[src/rtl/hll_entanglement_scanner.sv]
// hll_entanglement_scanner
// Builds the vertical-entanglement matrix of a 3D HLL cell by walking all
// unordered layer pairs (z < zz) through a single AND-compare unit. Layers
// are fetched one at a time from a store with a one-cycle synchronous read.
//
// Read handshake: rd_en is a one-cycle strobe with rd_addr valid in the same
// cycle; the store returns rd_data exactly one cycle later and no back-pressure
// exists, so the scanner samples rd_data only in the cycle after each strobe
// (CAP_A after RD_A, CMP after RD_B).
module hll_entanglement_scanner #(
    parameter int NUM_LAYERS = 8,
    parameter int HASH_WIDTH = 64,
    parameter int IDX_W      = $clog2(NUM_LAYERS),
    parameter int CNT_W      = $clog2(NUM_LAYERS*(NUM_LAYERS-1)/2+1)
) (
    input  logic                             clk,
    input  logic                             rst,
    input  logic                             start,
    input  logic                             abort,
    output logic                             busy,
    output logic                             done,
    output logic                             rd_en,
    output logic [IDX_W-1:0]                 rd_addr,
    input  logic [HASH_WIDTH-1:0]            rd_data,
    output logic [NUM_LAYERS*NUM_LAYERS-1:0] ent_matrix,
    output logic                             matrix_valid,
    output logic [CNT_W-1:0]                 pair_count,
    output logic [2:0]                       fsm_state
);

    localparam int MW = $clog2(NUM_LAYERS*NUM_LAYERS);

    typedef enum logic [2:0] {
        IDLE  = 3'd0,
        RD_A  = 3'd1,
        CAP_A = 3'd2,
        RD_B  = 3'd3,
        CMP   = 3'd4,
        DONE  = 3'd5
    } state_t;

    state_t                state, state_n;
    logic [IDX_W-1:0]      z, zz, z_n, zz_n;
    logic [HASH_WIDTH-1:0] reg_a;
    logic                  hit;
    logic [MW-1:0]         pos_ab, pos_ba;

    assign busy      = (state != IDLE);
    assign done      = (state == DONE);
    assign fsm_state = state;

    // Compare result and the two symmetric matrix positions of the current pair
    always_comb begin
        hit    = |(reg_a & rd_data);
        pos_ab = MW'(int'(z) * NUM_LAYERS + int'(zz));
        pos_ba = MW'(int'(zz) * NUM_LAYERS + int'(z));
    end

    // Next-state and pair-index sequencing; abort overrides any running state
    always_comb begin
        state_n = state;
        z_n     = z;
        zz_n    = zz;
        case (state)
            IDLE: begin
                if (start) begin
                    state_n = RD_A;
                    z_n     = '0;
                    zz_n    = IDX_W'(1);
                end
            end
            RD_A:  state_n = CAP_A;
            CAP_A: state_n = RD_B;
            RD_B:  state_n = CMP;
            CMP: begin
                if (zz < IDX_W'(NUM_LAYERS-1)) begin
                    zz_n    = zz + IDX_W'(1);
                    state_n = RD_B;
                end else if (z < IDX_W'(NUM_LAYERS-2)) begin
                    z_n     = z + IDX_W'(1);
                    zz_n    = z + IDX_W'(2);
                    state_n = RD_A;
                end else begin
                    state_n = DONE;
                end
            end
            DONE:    state_n = IDLE;
            default: state_n = IDLE;
        endcase
        if (abort && (state != IDLE)) begin
            state_n = IDLE;
        end
    end

    // State, read port, capture register and result accumulation
    always_ff @(posedge clk or posedge rst) begin
        if (rst) begin
            state        <= IDLE;
            z            <= '0;
            zz           <= '0;
            reg_a        <= '0;
            rd_en        <= 1'b0;
            rd_addr      <= '0;
            ent_matrix   <= '0;
            pair_count   <= '0;
            matrix_valid <= 1'b0;
        end else begin
            state <= state_n;
            z     <= z_n;
            zz    <= zz_n;
            rd_en <= (state_n == RD_A) || (state_n == RD_B);
            if (state_n == RD_A) begin
                rd_addr <= z_n;
            end else if (state_n == RD_B) begin
                rd_addr <= zz_n;
            end
            case (state)
                IDLE: begin
                    if (start) begin
                        ent_matrix   <= '0;
                        pair_count   <= '0;
                        matrix_valid <= 1'b0;
                    end
                end
                CAP_A: reg_a <= rd_data;
                CMP: begin
                    if (hit) begin
                        ent_matrix[pos_ab] <= 1'b1;
                        ent_matrix[pos_ba] <= 1'b1;
                        pair_count         <= pair_count + CNT_W'(1);
                    end
                end
                DONE: begin
                    if (!abort) begin
                        matrix_valid <= 1'b1;
                    end
                end
                default: ;
            endcase
            if (abort && (state != IDLE)) begin
                matrix_valid <= 1'b0;
            end
        end
    end

endmodule

[config.mk]
export PLATFORM = sky130hd
export DESIGN_NAME = hll_entanglement_scanner
export DESIGN_NICKNAME = d
export VERILOG_FILES = /design/src/rtl/hll_entanglement_scanner.sv
export SDC_FILE = /design/constraint.sdc
export NUM_CORES = 1
export LEC_CHECK = 0
export CORE_ASPECT_RATIO = 0.75
export CORE_MARGIN = 1
export CORE_UTILIZATION = 51
export CTS_CLUSTER_SIZE = 16
export DETAILED_ROUTE_END_ITERATION = 6
export PLACE_DENSITY = 0.81
export RECOVER_POWER = 25
export REMOVE_ABC_BUFFERS = 1
export SYNTH_ARGS = -nofsm -noshare
export SYNTH_HDL_FRONTEND = slang
export SYNTH_SLANG_ARGS = --single-unit
[constraint.sdc]
create_clock -name clk -period 6.68 [get_ports clk]
set_clock_uncertainty 0.15 [all_clocks]
set_input_delay 2.004 -clock clk [delete_from_list [all_inputs] [get_ports clk]]
set_output_delay 2.004 -clock clk [all_outputs]
set_load 0.01 [all_outputs]
# Word level (Yosys, flattened, before mapping)
# Cells that the tools add are included.
# classes
n_lt_le_gt_ge	6
muxes	29
n_reduce_logical	12
n_eq_ne	11
n_addsub	6
bitwise	3
# op_table
op	n
64-bit 2-to-1 mux	2
64-bit bitwise OR	2
64-bit one-hot mux with 2 select lines	1
64-bit bitwise AND	1
64-bit OR reduction	1
3-bit 2-to-1 mux	12
3-bit one-hot mux with 5 select lines	1
6-bit by 7-bit < comparator with 1-bit output (second input constant)	2
6-bit by 3-bit adder with 6-bit output	2
1-bit demux with 6-bit select	2
6-bit by 1-bit greater-or-equal comparator with 1-bit output (second input constant)	2
3-bit one-hot mux with 2 select lines	2
5-bit 2-to-1 mux	2
5-bit one-hot mux with 2 select lines	1
3-bit by 2-bit == test with 1-bit output (second input constant)	3
3-bit by 1-bit adder with 3-bit output (second input constant)	2
3-bit by 1-bit == test with 1-bit output (second input constant)	2
3-bit == test (second input constant)	2
3-bit < comparator (second input constant)	2
3-bit AND reduction	2
3-bit nonzero test	2
5-bit by 1-bit adder with 5-bit output (second input constant)	1
1-bit 2-to-1 mux	5
2-bit inequality test (second input constant)	2
8 further kinds	11
# word_totals
out_inout_bits	79
wordCells	76
register_bits	147

# Depth between registers and ports, before layout
# Gate-level depths: netlist (run 1).
# depth
depth_word	9
ltp_mapped	8

# Worst setup path after synthesis (run 1)
# No wires, ideal clock.
# synth_timing
path_type	input-to-reg
from	input port rd_data[35]
to	register ent_matrix[63]
setup_ns	0.122
path_buffers	1
path_slack_ns	3.154
t_arrival_ns	3.254
path_stages	7
cell_sequence	a22o_1 > a221oi_1 > and4_1 > and4_1 > buf_2 > nor2_2 > a32o_1
# synth_between
elab_chain_cells	4
# synth_lines
item	line_no	text
start: declaration	24	input logic [HASH_WIDTH-1:0] rd_data,
64-bit bitwise AND	54	hit = |(reg_a & rd_data);
64-bit OR reduction	54	
2-bit inequality test (no source line)	n/a	
3-bit AND reduction (no source line)	n/a	
end signal: assignment	104	ent_matrix <= '0;
end signal: assignment	120	ent_matrix <= '0;
end signal: indexed assignment	128	ent_matrix[pos_ab] <= 1'b1;
end: declaration	25	output logic [NUM_LAYERS*NUM_LAYERS-1:0] ent_matrix,
# No other way between the ends.
# A chain may end at the register's enable or synchronous reset.

# Worst setup path in the final report (run 1)
# layout_timing
from	input port rd_data[62]
to	register pair_count[0]
# layout_between
elab_chain_cells	4
# layout_lines
item	line_no	text
64-bit bitwise AND	54	
64-bit OR reduction	54	
2-bit inequality test (no source line)	n/a	
3-bit AND reduction (no source line)	n/a	
end signal: assignment	130	pair_count <= pair_count + CNT_W'(1);
end: declaration	27	output logic [CNT_W-1:0] pair_count,
# No other way between the ends.

==> results.yml, run 1 <==
outcome:
  status: "finished, violations left"
  violations: "max-capacitance violations, max-slew violations"
logic_synthesis:
  yosys.area_share.simple: 0.129
  synth_compound_area_frac: 0.133
  synthMuxAreaShare: 0.127
  synthArstFlopShare: 1.00
  syn_area_um2: 6570
  synth.yosys.seq_area_share: 0.560
  yosys_warnings: 0
  yosys.area.top_type: "dfrtp_1"
  synth_top_cell_area_share: 0.560
  synth-seq-cells: 147
  synth_common_cells: "dfrtp_1, nand2_1, mux2_2"
  synth_cell_types: 48
  synth-adder-area-share: 0.0171
  synth_edf_count: 0
  syn_inst: 578
  synth.most_common_cell: "dfrtp_1"
  synth_top_family_by_area: "compound AO/OA/AOI/OAI gates"
  syn_area_per_cell_um2: 11.4
  synthFlopType: "dfrtp_1"
  synth-xor-area-share: 0
  synth.top_cells.by_area: "dfrtp_1, mux2_2, nand2_1"
clocking:
  h-tree-depth: 4
  cts-root-buf: "clkbuf_16"
  cts_max_path_buffers: 2
  cts_setup_buffers: 0
  clock_latency_ns: 0.42
  cts_buffers: 17
  clk_pin_slew_ns: 0.06
  cts_resized: 0
  cts_tree: "built"
  cts_hold_buf: 0
  cts.sinks: 147
power_and_ir_drop:
  swShare: 0.302
  vdd_drop_max_mv: 0.279
  p_leak_uw: 0.00385
  powerDensity_nw_per_um2: 346
  power_frac_seq: 0.430
  switching_power_uw: 909
  pwr-share-comb: 0.260
  p_int_uw: 2100
  clkPwrFrac: 0.310
  power.total_uw: 3010
sta:
  timing.hold.ws_ns: 0.326
  tightest_slew_ns: 2.25
  clock.fmax_ghz: 0.206
  finalHoldViolations: 0
  setup_tns_ns: 0
  rsz0062_at_grt: "no"
  slew_viol_final: 111
  maxSlewHeadroom: -0.500
  min_period_ns: 4.85
  finalSetupViolCount: 0
  fin_crit_sh: 0.726
setup_path:
  worstPathMaxFanout: 23
  crit_path_end_kind: "flop"
  rr_worst_depth: 6
  cp.required_ns: 6.87
  crit_arrival_ns: 5.04
  path_class: "primary input to flop"
  critPathLaunchType: "primary input"
floorplanning:
  die_w_um: 133
  dieArea_um2: 13300
  initial_utilization: 0.528
  io_pins: 147
  die_y_um: 100
  core_um2: 12400
  rows: 35
finish:
  final_nets: 788
  nFillCells: 921
  synthToLayoutAreaGrowth_pct: 32.2
  drive_gt1_frac: 0.148
  fin_util: 0.698
hold_path:
  hp-class: "flop to flop"
  holdPathStages: 2
route:
  drt_iter0_drc: 286
  vias: 5098
  drt_pass1_iterations: 5
  wire_per_inst_um: 17.6
  drc_errors: 0
  ant_nets: 0
  via_per_inst: 5.72
  wl_um: 15700
global_route:
  grt_use_total: 0.251
  grt_pass1_vias: 5227
  antenna_found_initial: 1
  gr-total-overflow: 0
  grt_pass1_wl_um: 26000
  grt_max_degree: 111
placement:
  routabilityCongestion: 0.835
  portBuffers: 146
  post-dp-hpwl_um: 11000
job:
  max-cap-violations: 1
==> layer usage <==
metal | vias to the layer above | track usage | routed length [µm]
li1 | 2368 | - | -
met5 | - | 0 | 0
met2 | 173 | 0.412 | 7650
met1 | 2538 | 0.329 | 6920
met4 | 0 | 0.0955 | 248
met3 | 19 | 0.0535 | 888
==> final cells by class <==
cell class / count / area [µm²] / share of cell area
inverters: 15 / 60.1 / 0.00692
diodes: 1 / 2.50 / 0.000288
flip-flops and latches: 147 / 3680 / 0.424
well taps: 166 / 208 / 0.0239
clock buffers: 18 / 429 / 0.0494
clock inverters: 14 / 153 / 0.0176
repair buffers: 150 / 1490 / 0.172
multi-input cells: 380 / 2660 / 0.307
==> cells by family after synthesis <==
| group | Yosys count |
|---|---|
| flops | 147 |
| compound gates | 118 |
| fa+ha+maj | 9 |
| buf+inv | 51 |
| simple gates | 178 |
| mux | 75 |
==> per-stage QoR <==
stage | cell area (µm²) | setup WS [ns] | instances
6_report | 8680 | 1.83 | 891
5_1_grt | 8680 | 1.61 | 891
4_1_cts | 8690 | 2.01 | 890
3_5_place_dp | 8110 | 1.59 | 858
3_3_place_gp | 8110 | 1.70 | 858
2_1_floorplan | 6400 | 0.559 | 542
==> power by group through the flow <==
stage	clock network, µW	registers (µW)	logic [µW]
finish	932	1290	783
global route	991	1330	856
CTS	948	1290	802
detailed placement	0	1300	795
global placement	0	1280	768
floorplan	0	1260	588
==> cell usage in the layout, fill, tap and decap left out, types with 8 or more instances in the layout <==
cell type,synthesis,layout
a32o_1,10,10
clkdlybuf4s50_1,0,79
nor2_1,24,26
mux2i_1,8,8
dfrtp_1,147,147
o21ai_0,17,17
dlygate4sd3_1,0,67
mux2_2,67,67
nand4_1,13,13
a22oi_1,21,21
nand3_1,13,13
nor2b_1,8,8
inv_1,15,14
o21a_1,8,8
a21oi_1,15,15
ha_1,9,9
nand2_1,82,81
clkbuf_16,0,17
a22o_1,18,18
a221oi_1,8,8
==> worst paths after layout <==
kind | startpoint | to | slack, ns
worst min register to register | ent_matrix[22]$_DFFE_PP0P_ | ent_matrix[22]$_DFFE_PP0P_ | 0.33
worst max register to register | reg_a[62]$_DFFE_PP0N_ | pair_count[0]$_DFFE_PP0P_ | 3.59
worst max-delay path | rd_data[62] | pair_count[0]$_DFFE_PP0P_ | 1.83
worst min-delay path | ent_matrix[22]$_DFFE_PP0P_ | ent_matrix[22]$_DFFE_PP0P_ | 0.33
max in group asynchronous | rst | ent_matrix[15]$_DFFE_PP0P_ | 2.42
min in group asynchronous | rst | reg_a[59]$_DFFE_PP0N_ | 2.59
==> state kept, by name (all words and copies together) (netlist names) <==
name,flops
ent_matrix,64
fsm_state,3
matrix_valid,1
pair_count,5
rd_addr,3
rd_en,1
reg_a,64
z,3
zz,3
==> critical path, stage by stage <==
cell and delay, ns:
dlygate4sd3_1 0.56, a22o_1 0.22, a221oi_1 0.30, and4_1 0.32, nand4_1 0.81, nand2_1 0.57
mux2i_1 0.23
(Power assumes the default switching activity.)
==> run 2: changes to the inputs <==
==> constraint.sdc (replaced) <==
create_clock -name clk -period 4.8 [get_ports clk]
set_clock_uncertainty 0.15 [all_clocks]
set_input_delay 1.44 -clock clk [delete_from_list [all_inputs] [get_ports clk]]
set_output_delay 1.44 -clock clk [all_outputs]
set_load 0.01 [all_outputs]
==> run 2 against run 1 <==
Effect of this change: the flow still finishes with violations (max-capacitance violations, max-slew violations); sequential share of layout area down 0.18 points; die area unchanged; hold slack gained 0.0021 ns; clock power up 41%; routed wire length down 2.0%; first-iteration DRC count increased by 14%; non-clock buffer count increased by 2; register-to-register slack got worse by 1.5 ns; combinational power rose by 44%.
==> results.yml, run 2 (same netlist as run 1, synthesis figures left out) <==
route:
  drt_pass1_iterations: 5
  ant_nets: 0
  vias: 5082
  via_per_inst: 5.70
  wire_per_inst_um: 17.3
  wl_um: 15400
  drt_iter0_drc: 327
  drc_errors: 0
setup_path:
  critPathLaunchType: "flop"
  r2r_start: "fsm_state[2]$_DFF_PP0_"
  cpMaxStageDelayCell: "dfrtp_1"
  crit_path_end_kind: "output pin"
  crit_arrival_ns: 1.84
  path_buf_inv: 1
  worstPathMaxFanout: 12
  cp.required_ns: 3.21
  max_stage_delay_ns: 0.49
  cp-startpoint: "fsm_state[1]$_DFF_PP0_"
  path_class: "flop to output pin"
  path_delay_family: "flip-flops"
  path_cells: "or3_1, clkdlybuf4s50_1"
placement:
  routabilityCongestion: 0.827
  portBuffers: 146
  post-dp-hpwl_um: 10800
  dp_slack_ns: 0.965
clocking:
  cts.sinks: 147
  cts_resized: 0
  cts-root-buf: "clkbuf_16"
  clock_latency_ns: 0.42
  cts_tree: "built"
  h-tree-depth: 4
  cts_hold_buf: 0
  cts_buffers: 17
  cts_max_path_buffers: 2
  cts_setup_buffers: 0
  clk_pin_slew_ns: 0.06
power_and_ir_drop:
  p_int_uw: 2960
  vdd_drop_max_mv: 0.294
  power_frac_seq: 0.425
  clkPwrFrac: 0.308
  switching_power_uw: 1280
  swShare: 0.301
  p_leak_uw: 0.00384
  pwr-share-comb: 0.266
  powerDensity_nw_per_um2: 486
global_route:
  antenna_found_initial: 0
  gr-total-overflow: 0
  grt_use_total: 0.248
  grt_max_degree: 85
  grt_pass1_vias: 5059
  grt_pass1_wl_um: 25800
sta:
  min_period_ns: 3.43
  maxSlewHeadroom: -0.0552
  fin_crit_sh: 0.715
  slew_viol_final: 65
  fin_ws_ns: 1.37
  clock.fmax_ghz: 0.291
  tightest_slew_ns: 1.58
  timing.hold.ws_ns: 0.328
  finalSetupViolCount: 0
  rsz0062_at_grt: "no"
  finalHoldViolations: 0
floorplanning:
  io_pins: 147
  initial_utilization: 0.528
  die_w_um: 133
  dieArea_um2: 13300
  rows: 35
  die_y_um: 100
  core_um2: 12400
finish:
  final-seq-area_um2: 3680
  nFillCells: 887
  multi_input_area_um2: 2670
  fin_util: 0.701
  synthToLayoutAreaGrowth_pct: 32.8
  final_cell_mix: "dfrtp_1, clkdlybuf4s50_1, nand2_1"
  final_nets: 790
  drive_gt1_frac: 0.152
  final_common_cell: "dfrtp_1"
  diodes: 0
  top_regs: "ent_matrix: 64 flops, reg_a: 64 flops, pair_count: 5 flops"
outcome:
  violations: "max-capacitance violations, max-slew violations"
  status: "finished, violations left"
job:
  max-cap-violations: 1
hold_path:
  worstHoldStart: "ent_matrix[22]$_DFFE_PP0P_"
  hp-class: "flop to flop"
==> run 2: changes by cell type in the layout (fill, tap and decap cells not counted), moves of 2 or more <==
| cell | before | now |
|---|---|---|
| nor2_1 | 26 | 24 |
| clkinv_2 | 2 | 0 |
| clkinv_4 | 1 | 4 |
| clkdlybuf4s50_1 | 79 | 145 |
| dlygate4sd3_1 | 67 | 1 |
==> run 2: layout make-up <==
class                   instances  share of cell area
inverters                      15             0.00703
repair buffers                152               0.174
clock inverters                13              0.0174
clock buffers                  18              0.0504
well taps                     166              0.0238
flip-flops and latches        147               0.422
multi-input cells             380               0.306
==> run 2: per-layer routing <==
metal,track usage,up-vias,share of wire
met5,0,-,0
met4,0.0937,0,0.021
li1,-,2367,-
met2,0.400,178,0.47
met3,0.0535,27,0.056
met1,0.331,2510,0.45
==> run 2: worst min-delay path, stage by stage (launching register included) <==
cell and delay, ns:
dfrtp_1 0.34, nand2_1 0.05, nand2_1 0.06
==> run 2: through the flow <==
| stage | instance area [µm²] | TNS, ns | std cells | total power, µW |
|---|---|---|---|---|
| 4_1_cts | 8730 | 0 | 891 | 4260 |
| 2_1_floorplan | 6400 | -193.50 | 542 | 2580 |
| 3_3_place_gp | 8140 | 0 | 860 | 2860 |
| 5_1_grt | 8720 | 0 | 891 | 4470 |
| 6_report | 8720 | 0 | 891 | 4240 |
| 3_5_place_dp | 8140 | 0 | 860 | 2940 |
==> run 2: power by group through the flow <==
stage | Combinational (µW) | Sequential (µW) | Clock [µW]
after floorplan | 818 | 1760 | 0
after global placement | 1070 | 1790 | 0
after detailed placement | 1120 | 1820 | 0
after CTS | 1130 | 1800 | 1330
after global routing | 1230 | 1850 | 1380
final | 1130 | 1800 | 1310
==> run 2: worst paths after layout <==
kind | end | slack [ns] | cells past startpoint
worst min register to register | ent_matrix[22]$_DFFE_PP0P_ | 0.33 | 2
max in group asynchronous | reg_a[13]$_DFFE_PP0N_ | 2.21 | 3
worst min-delay path | ent_matrix[22]$_DFFE_PP0P_ | 0.33 | 2
worst max-delay path | busy | 1.37 | 2
worst max register to register | reg_a[8]$_DFFE_PP0N_ | 2.06 | 3
min in group asynchronous | reg_a[2]$_DFFE_PP0N_ | 1.43 | 2
